--- src/rtl/spi_slave_tx_sched.sv ---
// Feeds an SPI slave's TX word from two prioritised request ports and
// forwards each received word together with the source of the word it replaced.
module spi_slave_tx_sched #(
  parameter int unsigned       WORD_W     = 18,
  parameter logic [WORD_W-1:0] IDLE_WORD  = '0,
  parameter int unsigned       STARVE_MAX = 3
) (
  input  logic              i_Clk,
  input  logic              i_Rst_L,
  input  logic              i_REQ0_Valid,
  input  logic [WORD_W-1:0] i_REQ0_Word,
  output logic              o_REQ0_Ready,
  input  logic              i_REQ1_Valid,
  input  logic [WORD_W-1:0] i_REQ1_Word,
  output logic              o_REQ1_Ready,
  output logic              o_SLV_TX_DV,
  output logic [WORD_W-1:0] o_SLV_TX_Word,
  input  logic              i_SLV_RX_DV,
  input  logic [WORD_W-1:0] i_SLV_RX_Word,
  input  logic              i_SPI_CS_n,
  output logic              o_RX_DV,
  output logic [WORD_W-1:0] o_RX_Word,
  output logic [1:0]        o_RX_Src,
  output logic              o_Abort,
  output logic              o_Underrun,
  input  logic              i_Clr_Status,
  output logic [15:0]       o_Word_Cnt
);

  localparam int unsigned     SW         = (STARVE_MAX < 1) ? 1 : $clog2(STARVE_MAX + 1);
  localparam logic [SW-1:0]   STARVE_LIM = SW'(STARVE_MAX);
  localparam logic [1:0]      SRC_IDLE   = 2'd2;
  localparam logic [1:0]      SRC_NONE   = 2'd3;

  typedef enum logic {ST_IDLE, ST_ARMED} state_e;

  state_e            state_q, state_d;
  logic              csMeta_q, csSync_q, csPrev_q;
  logic [SW-1:0]     starve_q, starve_d;
  logic [1:0]        tag_q, tag_d;
  logic              txDv_q, txDv_d;
  logic [WORD_W-1:0] txWord_q, txWord_d;
  logic              rxDv_q, rxDv_d;
  logic [WORD_W-1:0] rxWord_q, rxWord_d;
  logic [1:0]        rxSrc_q, rxSrc_d;
  logic              abort_q, abort_d;
  logic              underrun_q, underrun_d;
  logic [15:0]       wordCnt_q, wordCnt_d;

  logic csRise, portOneTurn, grant0, grant1, isIdle;

  // Ready is withheld during reset so no handshake completes before release.
  assign isIdle      = (state_q == ST_IDLE) && i_Rst_L;
  assign csRise      = csSync_q && !csPrev_q;
  assign portOneTurn = i_REQ1_Valid && (starve_q == STARVE_LIM);
  assign grant0      = isIdle && i_REQ0_Valid && !portOneTurn;
  assign grant1      = isIdle && i_REQ1_Valid && (!i_REQ0_Valid || portOneTurn);

  always_comb begin
    state_d    = state_q;
    starve_d   = starve_q;
    tag_d      = tag_q;
    txDv_d     = 1'b0;
    txWord_d   = txWord_q;
    rxDv_d     = 1'b0;
    rxWord_d   = rxWord_q;
    rxSrc_d    = rxSrc_q;
    abort_d    = 1'b0;
    underrun_d = i_Clr_Status ? 1'b0 : underrun_q;
    wordCnt_d  = i_Clr_Status ? 16'd0 : wordCnt_q;

    if (!i_REQ1_Valid || grant1) begin
      starve_d = '0;
    end else if (grant0 && (starve_q != STARVE_LIM)) begin
      starve_d = starve_q + 1'b1;
    end

    case (state_q)
      ST_IDLE: begin
        if (grant0) begin
          txDv_d   = 1'b1;
          txWord_d = i_REQ0_Word;
          tag_d    = 2'd0;
          state_d  = ST_ARMED;
        end else if (grant1) begin
          txDv_d   = 1'b1;
          txWord_d = i_REQ1_Word;
          tag_d    = 2'd1;
          state_d  = ST_ARMED;
        end else if (!i_REQ0_Valid && !i_REQ1_Valid && !csSync_q) begin
          // Master is clocking with nothing queued: keep the slave fed.
          txDv_d     = 1'b1;
          txWord_d   = IDLE_WORD;
          tag_d      = SRC_IDLE;
          underrun_d = 1'b1;
          state_d    = ST_ARMED;
        end
        if (i_SLV_RX_DV) begin
          rxDv_d    = 1'b1;
          rxWord_d  = i_SLV_RX_Word;
          rxSrc_d   = SRC_NONE;
          wordCnt_d = wordCnt_d + 16'd1;
        end
      end
      ST_ARMED: begin
        if (i_SLV_RX_DV) begin
          rxDv_d    = 1'b1;
          rxWord_d  = i_SLV_RX_Word;
          rxSrc_d   = tag_q;
          wordCnt_d = wordCnt_d + 16'd1;
          state_d   = ST_IDLE;
        end else if (csRise) begin
          abort_d = 1'b1;
          state_d = ST_IDLE;
        end
      end
      default: state_d = ST_IDLE;
    endcase
  end

  always_ff @(posedge i_Clk) begin
    if (!i_Rst_L) begin
      state_q    <= ST_IDLE;
      csMeta_q   <= 1'b1;
      csSync_q   <= 1'b1;
      csPrev_q   <= 1'b1;
      starve_q   <= '0;
      tag_q      <= 2'd0;
      txDv_q     <= 1'b0;
      txWord_q   <= '0;
      rxDv_q     <= 1'b0;
      rxWord_q   <= '0;
      rxSrc_q    <= 2'd0;
      abort_q    <= 1'b0;
      underrun_q <= 1'b0;
      wordCnt_q  <= 16'd0;
    end else begin
      state_q    <= state_d;
      csMeta_q   <= i_SPI_CS_n;
      csSync_q   <= csMeta_q;
      csPrev_q   <= csSync_q;
      starve_q   <= starve_d;
      tag_q      <= tag_d;
      txDv_q     <= txDv_d;
      txWord_q   <= txWord_d;
      rxDv_q     <= rxDv_d;
      rxWord_q   <= rxWord_d;
      rxSrc_q    <= rxSrc_d;
      abort_q    <= abort_d;
      underrun_q <= underrun_d;
      wordCnt_q  <= wordCnt_d;
    end
  end

  assign o_REQ0_Ready  = grant0;
  assign o_REQ1_Ready  = grant1;
  assign o_SLV_TX_DV   = txDv_q;
  assign o_SLV_TX_Word = txWord_q;
  assign o_RX_DV       = rxDv_q;
  assign o_RX_Word     = rxWord_q;
  assign o_RX_Src      = rxSrc_q;
  assign o_Abort       = abort_q;
  assign o_Underrun    = underrun_q;
  assign o_Word_Cnt    = wordCnt_q;

endmodule
--- config.mk ---
export PLATFORM = sky130hd
export DESIGN_NAME = spi_slave_tx_sched
export DESIGN_NICKNAME = d
export VERILOG_FILES = /design/src/rtl/spi_slave_tx_sched.sv
export SDC_FILE = /design/constraint.sdc
export NUM_CORES = 1
export LEC_CHECK = 0
export ABC_AREA = 1
export BUFFER_PORTS_ARGS = -buffer_cell sky130_fd_sc_hd__buf_4
export CORE_ASPECT_RATIO = 1.25
export CORE_UTILIZATION = 47
export CTS_CLUSTER_DIAMETER = 150
export DETAILED_ROUTE_END_ITERATION = 8
export PLACE_DENSITY = 0.83
export SLEW_MARGIN = 40
export SYNTH_ARGS = -nofsm -noshare
export SYNTH_HDL_FRONTEND = slang
export SYNTH_SLANG_ARGS = --single-unit
--- constraint.sdc ---
create_clock -name i_Clk -period 1.45 [get_ports i_Clk]
set_input_delay 0.145 -clock i_Clk [delete_from_list [all_inputs] [get_ports i_Clk]]
set_output_delay 0.145 -clock i_Clk [all_outputs]
set_load 0.01 [all_outputs]
==> results by group <==
Outcome
  • Status: complete, but fails checks
  • Failing checks: DRC

Critical path
  • Worst reg-to-reg setup slack: 100 ps
  • Crit path DAT: 1250 ps
  • Worst reg2reg path depth: 8
  • CP endpoint kind: output pin
  • Slowest cell on the critical path: dfxtp_1
  • Startpoint Class: flip-flop
  • Critical Path Max Stage Delay: 320 ps
  • Setup Crit Path Kind: flip-flop to output pin
  • R2R Path End: o_SLV_TX_Word[9]
  • Worst-path cell chain: inv_2 -> nand2_1 -> nor2_2 -> nand2_2 -> inv_4 -> buf_4
  • Worst reg2reg startpoint: starve_q[0]
  • Max FO, Critical Path: 6
  • Critical Path RT: 1310 ps

Hold path
  • HP Class: input pin to flip-flop
  • WHS Path Cells: 3
  • Hold path start: i_REQ0_Word[7]
  • Hold Path Sink: o_SLV_TX_Word[7]

Power and ir drop
  • Clk pwr share: 0.400
  • Combinational share of power: 0.150
  • Internal power: 3.28 mW
  • Switching pwr: 1.07 mW
  • Pwr dens: 1020 mW/mm2
  • Sw frac: 0.246
  • Worst VDD drop: 691 uV
  • Sequential Power Share: 0.451
  • Leak: 2.18 nW

Floorplan
  • Die area: 0.00627 mm2
  • Num ports: 121
  • Rows: 31
  • Core ar.: 0.00578 mm2
  • Die Y: 88.3 um
  • Starting Density: 0.484
  • Die width: 71.0 um

Global route
  • Initial antenna violation count: 0
  • First-pass GRT wire length: 12,500 um
  • Global route total overflow: 0
  • Largest net degree at the start of global routing: 23
  • GR Util All Layers: 0.258
  • Vias in the first global route: 2,901

CTS
  • Clk_lat worst skew: 340 ps
  • CTS tree: done
  • H-tree depth: 3
  • CTS root buf: clkbuf_8
  • Clock Sinks: 66
  • Total CTS buffers: 9
  • CTS Buffer Depth: 2
  • CTS clk-pin slew, worst paths: 70 ps

STA
  • FMAX: 0.716 GHz
  • Final slew viol count: 0
  • Fin crit share: 0.963
  • Worst slew pin tran: 319 ps
  • Worst Hold Slack: 15.8 ps
  • Setup Viol. Count Final: 0
  • Endpoints failing hold: 0
  • Rel. slew slack: 0.786
  • Setup Skew: 4.78 ps
  • Final min period: 1400 ps

Layout
  • Register area: 0.00133 mm2
  • Multi-input logic area: 0.00129 mm2
  • Post-Route Utilization: 0.740
  • Nets@finish: 602
  • Share of layout cells above drive strength 1: 0.340
  • Filler cells: 446
  • Finished Cell Area: 0.00427 mm2
  • Fin cells: 610
  • # diodes: 0
  • Synthesis-to-finish area growth: 52.7%

Place
  • Post-DP HPWL: 5320 um
  • Port bufs: 120
  • RePlAce Congestion: 0.821
  • Dpl cell area: 0.00381 mm2
  • Placed Cells: 575

Synthesis
  • Yosys cell types: 27
  • Post-synthesis cell count: 390
  • Mean post-synth cell area: 7.18 um2
  • YS warnings: 0
  • Synthesized net count: 453
  • Synth Cell Area: 0.00280 mm2
  • Proportion of netlist area held by the largest area contributor: 0.472
  • Top cell type by total area after synthesis: dfxtp_1
  • Synth top area cells: dfxtp_1 47%, nand2_1 21%, a22o_1 5.6%, inv_1 4.3%, nor2_1 3.9%
  • Sequential element share of the synthesized area: 0.472
  • #FFs+latches synth: 66

Route
  • Via count: 3,065
  • Vias per Instance: 5.02
  • DRC violations left: 5
  • Drt pass-1 iters: 6
  • Per-cell routed wire length: 13.0 um
  • Antenna Nets Post-Route: 0
  • DR iter-0 viols: 148
  • WL final: 7950 um

Flow run
  • MaxCap Viol Count: 0
==> flip-flops by register name (all words and copies together), names as in the netlist <==
| signal | cells |
|---|---|
| o_Abort | 1 |
| o_SLV_TX_Word | 18 |
| o_Underrun | 1 |
| csMeta_q | 1 |
| csPrev_q | 1 |
| tag_q | 2 |
| starve_q | 2 |
| o_RX_Word | 18 |
| state_q | 1 |
| o_Word_Cnt | 16 |
| csSync_q | 1 |
| o_SLV_TX_DV | 1 |
| o_RX_Src | 2 |
| o_RX_DV | 1 |
==> cell usage after synthesis <==
| cell | count |
|---|---|
| nand2_1 | 159 |
| dfxtp_1 | 66 |
| inv_1 | 32 |
| nor2_1 | 29 |
| a22o_1 | 18 |
| nand3_1 | 18 |
| a21oi_1 | 16 |
| buf_2 | 8 |
| o21ai_0 | 7 |
| nor2_2 | 5 |
| nor3_1 | 5 |
| buf_6 | 3 |
| clkbuf_1 | 3 |
| nand4_1 | 3 |
| or2_2 | 3 |
| ha_1 | 2 |
| inv_2 | 2 |
| nand2_2 | 2 |
| a211oi_1 | 1 |
| and3_1 | 1 |
| buf_1 | 1 |
| buf_4 | 1 |
| clkinv_1 | 1 |
| nand4_2 | 1 |
| nor2_4 | 1 |
| o21a_1 | 1 |
| o21ai_1 | 1 |
==> per-layer routing <==
layer / global-route usage / wire [um] / vias up
met3: 0.0854 / 592 / 21
met4: 0.125 / 204 / 0
met2: 0.463 / 4080 / 129
met5: 0 / 0 / -
li1: - / - / 1528
met1: 0.274 / 3070 / 1387
==> worst max-delay path by stage <==
stage	startpoint	to	slack, ps	cells after the start
6_report	state_q	o_REQ1_Ready	50	6
5_1_grt	state_q	o_REQ1_Ready	-2	6
4_1_cts	state_q	o_REQ1_Ready	9	6
3_5_place_dp	i_Clr_Status	o_Word_Cnt[12]	-50	13
3_3_place_gp	i_Clr_Status	o_Word_Cnt[12]	60	13
2_1_floorplan	o_Word_Cnt[1]	o_Word_Cnt[14]	70	10
==> cell families (layout without fill, tap and decap cells) <==
group	after synthesis	count (layout)	synth area share
fa+ha+maj	2	2	0.00894
flops	66	66	0.472
buf+inv	51	205	0.0814
simple gates	227	227	0.333
compound gates	44	44	0.105
==> final cells by class <==
class	instances	area share
Sequential cell	66	0.310
Multi-Input combinational cell	273	0.302
Clock inverter	6	0.0211
Clock buffer	10	0.0322
Timing Repair Buffer	154	0.283
Inverter	35	0.0316
Tap cell	66	0.0193
==> cells in the final DEF, fill, tap and decap left out, drive strengths merged <==
master | Yosys | layout
or2 | 3 | 3
nand2 | 161 | 161
a22o | 18 | 18
nor2 | 35 | 35
dfxtp | 66 | 66
bufinv | 0 | 2
a21oi | 16 | 16
inv | 34 | 34
nand3 | 18 | 18
ha | 2 | 2
dlygate4sd3 | 0 | 15
o21ai | 8 | 8
a211oi | 1 | 1
o21a | 1 | 1
nand4 | 4 | 4
and3 | 1 | 1
clkinvlp | 0 | 1
buf | 13 | 139
nor3 | 5 | 5
clkbuf | 3 | 10
clkinv | 1 | 4
==> power groups by stage <==
stage	clock [mW]	sequential (mW)	combinational [mW]
after floorplan	0	2.03	0.216
after global placement	0	1.99	0.581
after detailed placement	0	1.99	0.594
after CTS	1.77	1.96	0.635
after global routing	1.85	1.97	0.709
final	1.74	1.96	0.651
==> critical path: cells and delay by family (launching register included) <==
family        cells  cell delay, ps
simple gates      3             310
flops             1             320
buf+inv           3             290
==> stage by stage <==
stage | TNS, ps | setup WS, ps | power, mW
5_1_grt | -2.16 | -2.16 | 4.53
3_5_place_dp | -84.7 | -46.2 | 2.59
4_1_cts | 0 | 9.40 | 4.36
2_1_floorplan | 0 | 73.6 | 2.25
3_3_place_gp | 0 | 59.4 | 2.57
6_report | 0 | 54.1 | 4.35
==> repair_timing <==
action / in CTS / in global routing
setup endpoints to repair: 2 / 25
gates resized for setup: 5 / 15
pin swaps: 2 / 6
endpoints found under the hold margin: 15 / 0
hold buffers: 15 / 0
setup buffers: 2 / 2
Power figures use the tool's default switching activity.
